===== src/rtl/truth_table_sweeper.sv =====
// Stimulus-and-capture engine for a 3-input gate.
// It walks the gate inputs through rows 000..111 and holds each row for a
// programmable settle time. It samples the synchronised gate output once per
// row, then compares the captured truth table with an expected hex ID.
module truth_table_sweeper #(
    parameter int unsigned SETTLE_CYCLES = 16,
    parameter int unsigned SYNC_STAGES   = 2,
    parameter logic [7:0]  EXPECTED      = 8'hB6
) (
    input  logic       clk,
    input  logic       reset,
    input  logic       start,
    input  logic       abort,
    input  logic       dut_out,
    output logic       in1,
    output logic       in2,
    output logic       in3,
    output logic       busy,
    output logic       done,
    output logic [7:0] table_out,
    output logic       match,
    output logic [7:0] mismatch_mask
);

    localparam int unsigned CNT_W = 8;
    localparam int unsigned ROW_W = 3;
    localparam int unsigned TBL_W = 8;

    typedef enum logic [1:0] {
        IDLE   = 2'd0,
        SETTLE = 2'd1,
        SAMPLE = 2'd2,
        DONE   = 2'd3
    } state_t;

    state_t             r_state;
    state_t             w_state_next;
    logic [CNT_W-1:0]   r_cnt;
    logic [CNT_W-1:0]   w_cnt_next;
    logic [ROW_W-1:0]   r_row;
    logic [ROW_W-1:0]   w_row_next;
    logic [ROW_W-1:0]   r_in;
    logic [ROW_W-1:0]   w_in_next;
    logic               r_busy;
    logic               w_busy_next;
    logic               r_done;
    logic               w_done_next;
    logic [TBL_W-1:0]   r_table;
    logic [TBL_W-1:0]   w_table_next;
    logic [TBL_W-1:0]   w_table_cap;
    logic               r_match;
    logic               w_match_next;
    logic [TBL_W-1:0]   r_mask;
    logic [TBL_W-1:0]   w_mask_next;
    logic [SYNC_STAGES-1:0] r_sync;
    logic               w_s_out;

    // Bring the asynchronous gate output into the clock domain.
    always_ff @(posedge clk or posedge reset) begin
        if (reset) begin
            r_sync <= '0;
        end else begin
            r_sync <= SYNC_STAGES'({r_sync, dut_out});
        end
    end

    assign w_s_out = r_sync[SYNC_STAGES-1];

    // Current table with the bit for the present row replaced by the sample (MSB = row 000).
    always_comb begin
        w_table_cap = r_table;
        w_table_cap[ROW_W'(3'd7 - r_row)] = w_s_out;
    end

    // State and datapath registers.
    always_ff @(posedge clk or posedge reset) begin
        if (reset) begin
            r_state <= IDLE;
            r_cnt   <= '0;
            r_row   <= '0;
            r_in    <= '0;
            r_busy  <= 1'b0;
            r_done  <= 1'b0;
            r_table <= '0;
            r_match <= 1'b0;
            r_mask  <= '0;
        end else begin
            r_state <= w_state_next;
            r_cnt   <= w_cnt_next;
            r_row   <= w_row_next;
            r_in    <= w_in_next;
            r_busy  <= w_busy_next;
            r_done  <= w_done_next;
            r_table <= w_table_next;
            r_match <= w_match_next;
            r_mask  <= w_mask_next;
        end
    end

    // Next-state and next-output logic. Abort is only honoured while sweeping.
    always_comb begin
        w_state_next = r_state;
        w_cnt_next   = r_cnt;
        w_row_next   = r_row;
        w_in_next    = r_in;
        w_busy_next  = r_busy;
        w_done_next  = 1'b0;
        w_table_next = r_table;
        w_match_next = r_match;
        w_mask_next  = r_mask;

        case (r_state)
            IDLE: begin
                if (start && !abort) begin
                    w_state_next = SETTLE;
                    w_row_next   = '0;
                    w_in_next    = '0;
                    w_cnt_next   = '0;
                    w_busy_next  = 1'b1;
                    w_table_next = '0;
                    w_match_next = 1'b0;
                    w_mask_next  = '0;
                end
            end
            SETTLE: begin
                if (abort) begin
                    w_state_next = IDLE;
                    w_busy_next  = 1'b0;
                    w_in_next    = '0;
                    w_row_next   = '0;
                    w_cnt_next   = '0;
                    w_table_next = '0;
                end else if (r_cnt == CNT_W'(SETTLE_CYCLES - 1)) begin
                    w_state_next = SAMPLE;
                end else begin
                    w_cnt_next = r_cnt + CNT_W'(1);
                end
            end
            SAMPLE: begin
                if (abort) begin
                    w_state_next = IDLE;
                    w_busy_next  = 1'b0;
                    w_in_next    = '0;
                    w_row_next   = '0;
                    w_cnt_next   = '0;
                    w_table_next = '0;
                end else begin
                    w_table_next = w_table_cap;
                    if (r_row == ROW_W'(7)) begin
                        // Results are registered with the final row folded in, so they
                        // are already valid in the cycle that done pulses.
                        w_state_next = DONE;
                        w_done_next  = 1'b1;
                        w_busy_next  = 1'b0;
                        w_match_next = (w_table_cap == EXPECTED);
                        w_mask_next  = w_table_cap ^ EXPECTED;
                    end else begin
                        w_state_next = SETTLE;
                        w_row_next   = r_row + ROW_W'(1);
                        w_in_next    = r_row + ROW_W'(1);
                        w_cnt_next   = '0;
                    end
                end
            end
            DONE: begin
                w_state_next = IDLE;
            end
            default: begin
                w_state_next = IDLE;
            end
        endcase
    end

    assign in1           = r_in[2];
    assign in2           = r_in[1];
    assign in3           = r_in[0];
    assign busy          = r_busy;
    assign done          = r_done;
    assign table_out     = r_table;
    assign match         = r_match;
    assign mismatch_mask = r_mask;

endmodule


===== config.mk =====
export PLATFORM = sky130hd
export DESIGN_NAME = truth_table_sweeper
export DESIGN_NICKNAME = d
export VERILOG_FILES = /design/src/rtl/truth_table_sweeper.sv
export SDC_FILE = /design/constraint.sdc
export NUM_CORES = 1
export LEC_CHECK = 0
export CAP_MARGIN = 20
export CORE_MARGIN = 5
export CORE_UTILIZATION = 53
export CTS_CLUSTER_DIAMETER = 50
export CTS_CLUSTER_SIZE = 20
export DETAILED_ROUTE_END_ITERATION = 10
export GPL_TIMING_DRIVEN = 0
export PLACE_DENSITY = 0.89
export SYNTH_ARGS = -nofsm -noshare
export SYNTH_HDL_FRONTEND = slang
export SYNTH_SLANG_ARGS = --single-unit

===== constraint.sdc =====
create_clock -name clk -period 2.3 [get_ports clk]
set_clock_uncertainty 0.15 [all_clocks]
set_input_delay 0.345 -clock clk [delete_from_list [all_inputs] [get_ports clk]]
set_output_delay 0.345 -clock clk [all_outputs]
set_load 0.02 [all_outputs]

==> results of run 1 <==
layer usage:
metal  wire length, µm  vias up  part of all wire (%)  track usage (%)
li1                  -      767                     -                -
met3               194        7                   4.6            5.348
met1              1982      816                    47            27.05
met5                 0        -                     0                0
met2              2022       40                    47            30.27
met4                62        0                   1.5            7.056
power groups by stage:
stage | clock [mW] | sequential, mW | combinational, mW
2_1_floorplan | 0 | 0.801 | 0.378
3_3_place_gp | 0 | 0.744 | 0.647
3_5_place_dp | 0 | 0.751 | 0.667
4_1_cts | 0.456 | 0.739 | 0.675
5_1_grt | 0.487 | 0.739 | 0.778
6_report | 0.450 | 0.729 | 0.715
cell families (layout without fill, tap and decap cells):
family                     after synthesis  after routing  synth area share [%]
AOI/OAI and AO/OA                       52             52                 18.57
and+or+nand+nor                         69             69                 21.23
muxes                                    9              9                 4.983
DFF                                     34             34                 46.42
buffers and inverters                   19             56                 4.027
adders and majority gates                7              7                 4.778
cells in the mapped netlist, types with 7 or more instances:
cell,count
mux2i_1,8
o21ai_0,15
a21oi_1,9
nand2_1,21
a22o_1,8
ha_1,7
inv_1,9
nor2_1,9
clkbuf_1,8
dfrtp_1,34
what timing repair did:
action	in CTS	in global routing
gates resized for setup	3	7
setup buffers	0	4
setup endpoints to repair	9	16
pin swaps	0	1
cell type report:
class | instances | area, µm² | area share, %
Buffer | 8 | 32.53 | 1.401
Tap cell | 46 | 57.56 | 2.478
Clock inverter | 3 | 45.04 | 1.940
Multi-Input combinational cell | 137 | 944.7 | 40.68
Clock buffer | 5 | 37.54 | 1.616
Inverter | 9 | 33.78 | 1.455
Timing Repair Buffer | 31 | 317.8 | 13.69
Sequential cell | 34 | 853.3 | 36.75
flip-flops by register name, summed over array words and instances (netlist names), 2 cells and up:
signal and count:
r_in 3, r_cnt 8, r_sync 2, mismatch_mask 8
table_out 8, r_state 2
worst max path at each step:
| stage | start | to | slack, ns | depth (start not counted) |
|---|---|---|---|---|
| 3_5_place_dp | abort | r_in[0] | -0.16 | 6 |
| 4_1_cts | r_state[0] | r_in[2] | -0.03 | 7 |
| 6_report | r_state[0] | r_cnt[5] | 0.09 | 7 |
| 5_1_grt | r_state[1] | mismatch_mask[2] | -0.009 | 7 |
| 2_1_floorplan | r_in[1] | r_cnt[5] | 0.12 | 6 |
| 3_3_place_gp | abort | r_cnt[5] | -0.13 | 6 |
==> results by group, run 1 <==
Outcome
  – Status: finished, final reports clean

Cells and area
  – Most frequent cells in the layout: dfrtp_1 (32), clkdlybuf4s50_1 (26), nand2_1 (21)
  – Area Overhead vs Synth: 26.69%
  – Nets: 238
  – Post-route core utilization: 69.59%
  – Fill cells: 262
  – Final Instance Area: 2322 µm²
  – Layout cells sized above 1: 11.45%
  – Non-Filler Instances: 273
  – Commonest non-fill, non-tap cell in the layout: dfrtp_1
  – # diodes: 0

Critical path
  – CP startpoint kind: flop
  – R2r startpoint: r_state[0]
  – Critical Path, Cell by Cell: inv_1, ha_1, nor2b_1, a221o_1, buf_2, or3_1, a21oi_1
  – Crit-path leading delay family: compound AO/OA/AOI/OAI gates
  – Worst R2R End: r_cnt[5]
  – Crit path kind: reg2reg
  – Worst Setup End Kind: flop
  – Slowest-stage cell, CP: a221o_1
  – Required @ worst endpoint: 2.42 ns
  – Largest stage delay, worst path: 0.41 ns
  – CP Buf/Inv Count: 2
  – Worst reg2reg setup slack: 0.09 ns
  – Worst path arrival time: 2.34 ns
  – Path depth of the worst reg2reg path: 7
  – Critical Path Fanout Max: 10

CTS
  – CTS Buf Count: 5
  – Clock Path Buffers: 2
  – CTS tree: yes
  – CTS Hold Bufs: 0
  – Clk sink count: 34
  – Worst-path clk slew: 0.12 ns
  – Clock Tree Root: clkbuf_4
  – H-tree depth: 2
  – Clock Latency Late Sink: 0.35 ns

Placed design
  – Final Wtd Congestion: 0.8437
  – Dpl cells: 263
  – PortBufs: 26
  – Dpl ws: -0.1594 ns
  – DP HPWL: 3.036 mm
  – Area of placed instances: 2178 µm²

Yosys
  – Synth area leaders: dfrtp_1 (46%), ha_1 (4.8%), mux2i_1 (4.4%)
  – #FFs+latches synth: 34
  – Synth async-reset ratio: 100.0%
  – Cells after Synth: 190
  – Synthesized Nets: 202
  – Top_reg_cell synth: dfrtp_1
  – Warnings, synthesis: 0
  – Synthesized area per cell: 9.647 µm²
  – Part of the Yosys area used for sequential elements: 46.42%
  – Synth cell types: 41
  – Leading area contributor after synthesis: dfrtp_1
  – Post-Syn Area: 1833 µm²
  – Synth top area share: 46.42%
  – EDFF count, synth: 0

Floorplan
  – Die Height: 68.81 µm
  – Boundary pin count: 27
  – Core area: 3337 µm²
  – Die ar.: 4735 µm²
  – Die Wd: 68.81 µm
  – Initial core utilization: 54.93%
  – # rows: 21

GRT
  – Number of global-route vias before repair: 1485
  – Pin count of the biggest net entering global routing: 24
  – Remaining global-route overflow: 0
  – Antenna violations before repair: 0
  – First-pass GRT wire length: 6.934 mm
  – GRT Total Usage: 19.81%

Timing
  – Sum Neg Setup Slack: 0 ns
  – PnR worst setup slack: 0.08507 ns
  – Slew at the pin closest to its max-slew limit: 0.5608 ns
  – F_max: 451.5 MHz
  – Slew Viols, Final: 0
  – Final period util: 96.30%
  – Minimum clock period: 2.215 ns
  – Hold slack: 0.1938 ns
  – Final setup violation count: 0
  – Slew Limit Headroom: 62.57%
  – Final hold violations: 0

Detailed routing
  – Routed length per instance: 15.61 µm
  – Final WL: 4.261 mm
  – Initial drt markers: 126
  – # DRC: 0
  – DRT Pass-1 Iters: 4
  – Vias per cell: 5.971
  – Detailed-route via count: 1630
  – DRT antenna net count: 0

Run
  – Max cap viols: 0

Min path
  – Hold Crit Class: in2async

Pwr
  – Clock share of power: 23.8%
  – Max IR drop VDD: 0.0006920 V
  – Sw Pwr: 0.6994 mW
  – Combinational Power Share: 37.7%
  – P_int: 1.195 mW
  – Reg power frac: 38.5%
  – Power, Total: 1.894 mW
  – Switching Share: 36.92%
  – Pleak: 0.9876 nW
  – PwrDens: 815.8 nW/µm²
Note: power is estimated with default switching activity, not from simulation.
==> run 2: changes to the inputs <==
--- a/config.mk
+++ b/config.mk
@@ -13,6 +13,7 @@
 export DETAILED_ROUTE_END_ITERATION = 10
 export GPL_TIMING_DRIVEN = 0
 export PLACE_DENSITY = 0.89
+export SKIP_LAST_GASP = 1
 export SYNTH_ARGS = -nofsm -noshare
 export SYNTH_HDL_FRONTEND = slang
 export SYNTH_SLANG_ARGS = --single-unit
==> results by group, run 2 (same netlist as run 1, synthesis figures left out) <==
CTS
  – CTS Buf Count: 5 (unchanged)
  – CTS tree: yes
  – Clock Path Buffers: 2 (unchanged)
  – H-tree depth: 2 (unchanged)
  – Clock Tree Root: clkbuf_4
  – Clk sink count: 34 (unchanged)
  – Clock Latency Late Sink: 0.35 ns (about the same)
  – Worst-path clk slew: 0.12 ns (about the same)

Critical path
  – Crit path kind: reg2reg
  – Worst path arrival time: 2.33 ns (about the same)
  – R2r startpoint: r_state[0]
  – Worst Setup End Kind: flop
  – Required @ worst endpoint: 2.42 ns (about the same)
  – CP startpoint kind: flop
  – Critical Path Fanout Max: 10 (unchanged)
  – Critical path startpoint: r_state[0]

Detailed routing
  – DRT Pass-1 Iters: 4 (unchanged)
  – # DRC: 0 (unchanged)
  – Detailed-route via count: 1621 (-0.55%)
  – Initial drt markers: 106 (-16%)
  – Final WL: 4.264 mm (about the same)
  – Routed length per instance: 15.62 µm (about the same)
  – DRT antenna net count: 0 (unchanged)
  – Vias per cell: 5.938 (-0.55%)

Placed design
  – DP HPWL: 3.036 mm (unchanged)
  – Final Wtd Congestion: 0.8437 (unchanged)
  – Area of placed instances: 2178 µm² (unchanged)
  – PortBufs: 26 (unchanged)

Min path
  – Hold Crit Class: in2async

Cells and area
  – Layout cells sized above 1: 11.45% (unchanged)
  – Most frequent cells in the layout: dfrtp_1 (32), clkdlybuf4s50_1 (26), nand2_1 (21)
  – Nets: 238 (unchanged)
  – # diodes: 0 (unchanged)
  – Final Instance Area: 2310 µm² (-0.54%)
  – Commonest non-fill, non-tap cell in the layout: dfrtp_1
  – Area Overhead vs Synth: 26.01%
  – Fill cells: 265 (+1.1%)

Floorplan
  – Die Wd: 68.81 µm (unchanged)
  – Die Height: 68.81 µm (unchanged)
  – Die ar.: 4735 µm² (unchanged)
  – # rows: 21 (unchanged)
  – Boundary pin count: 27 (unchanged)
  – Initial core utilization: 54.93% (unchanged)
  – Core area: 3337 µm² (unchanged)

Pwr
  – Pleak: 0.9876 nW (about the same)
  – PwrDens: 819.7 nW/µm² (+0.48%)
  – Power, Total: 1.893 mW (about the same)
  – Max IR drop VDD: 0.0006880 V (-0.58%)

Outcome
  – Status: finished, final reports clean

Timing
  – Slew Limit Headroom: 63.41% (+0.84 points)
  – Slew Viols, Final: 0 (unchanged)
  – Final hold violations: 0 (unchanged)
  – Minimum clock period: 2.206 ns (-0.008669 ns)
  – Unrepaired setup endpoints after global routing: yes
  – Slew at the pin closest to its max-slew limit: 0.5483 ns (-0.01256 ns)
  – F_max: 453.3 MHz (+0.39%)
  – Final setup violation count: 0 (unchanged)
  – Final period util: 95.92% (-0.38 points)

GRT
  – Remaining global-route overflow: 0 (unchanged)
  – Number of global-route vias before repair: 1485 (unchanged)
  – First-pass GRT wire length: 6.934 mm (unchanged)
  – GRT Total Usage: 19.81% (unchanged)
  – Pin count of the biggest net entering global routing: 24 (unchanged)
  – Antenna violations before repair: 0 (unchanged)

Run
  – Max cap viols: 0 (unchanged)
## run 2: final timing paths
| kind | endpoint | slack (ns) | cells after the start |
|---|---|---|---|
| max | r_cnt[5] | 0.09 | 7 |
| min | done | 0.19 | 2 |
| max reg2reg | r_cnt[5] | 0.09 | 7 |
| min reg2reg | r_sync[1] | 0.23 | 0 |
| max in group asynchronous | r_in[1] | 1.29 | 3 |
| min in group clk | r_sync[1] | 0.23 | 0 |
## run 2: power breakdown
part | internal (mW) | switching [mW]
Clock | 0.228 | 0.221
Combinational | 0.291 | 0.424
Sequential | 0.676 | 0.0529
## run 2: final cells by class
cell class,instances,area [µm²],area share (%)
multi-input combinational,137,932.1,40.36
buffer,8,32.53,1.408
clock buffer,5,37.54,1.625
sequential,34,853.3,36.94
timing repair buffer,31,317.8,13.76
inverter,9,33.78,1.463
clock inverter,3,45.04,1.950
tap,46,57.56,2.492
## run 2: worst max-delay path: stages (launching register included)
cell and delay (ns):
dfrtp_1 0.38, inv_1 0.07, ha_1 0.25, nor2b_1 0.18
a221o_1 0.41, buf_2 0.20, or3_1 0.35, a21oi_1 0.14
## run 2: repair_timing
item,4_1_cts,5_1_grt
pin swaps,0,1
resized for setup,3,6
setup buffers,0,4
hold buffers,0,0
setup endpoints to repair,9,16
## run 2: metal layers
metal	global-route usage, %	vias up	share of wire, %
li1	-	770	-
met1	27.05	803	45
met2	30.27	40	48
met3	5.348	8	5.0
met4	7.056	0	1.4
met5	0	-	0
## run 2: stage by stage
stage                     setup slack (ns)  std cells   TNS, ns  utilization (%)  hold slack (ns)
after floorplan                     0.1244        190         0                -           0.1812
after global placement             -0.1292        262    -1.225            64.45           0.1833
after detailed placement           -0.1594        263    -1.636            65.28           0.2070
after CTS                         -0.02787        271  -0.09891            68.02           0.2038
after global routing              -0.03369        273  -0.04575            69.22           0.2450
final                              0.09374        273         0            69.22           0.1937
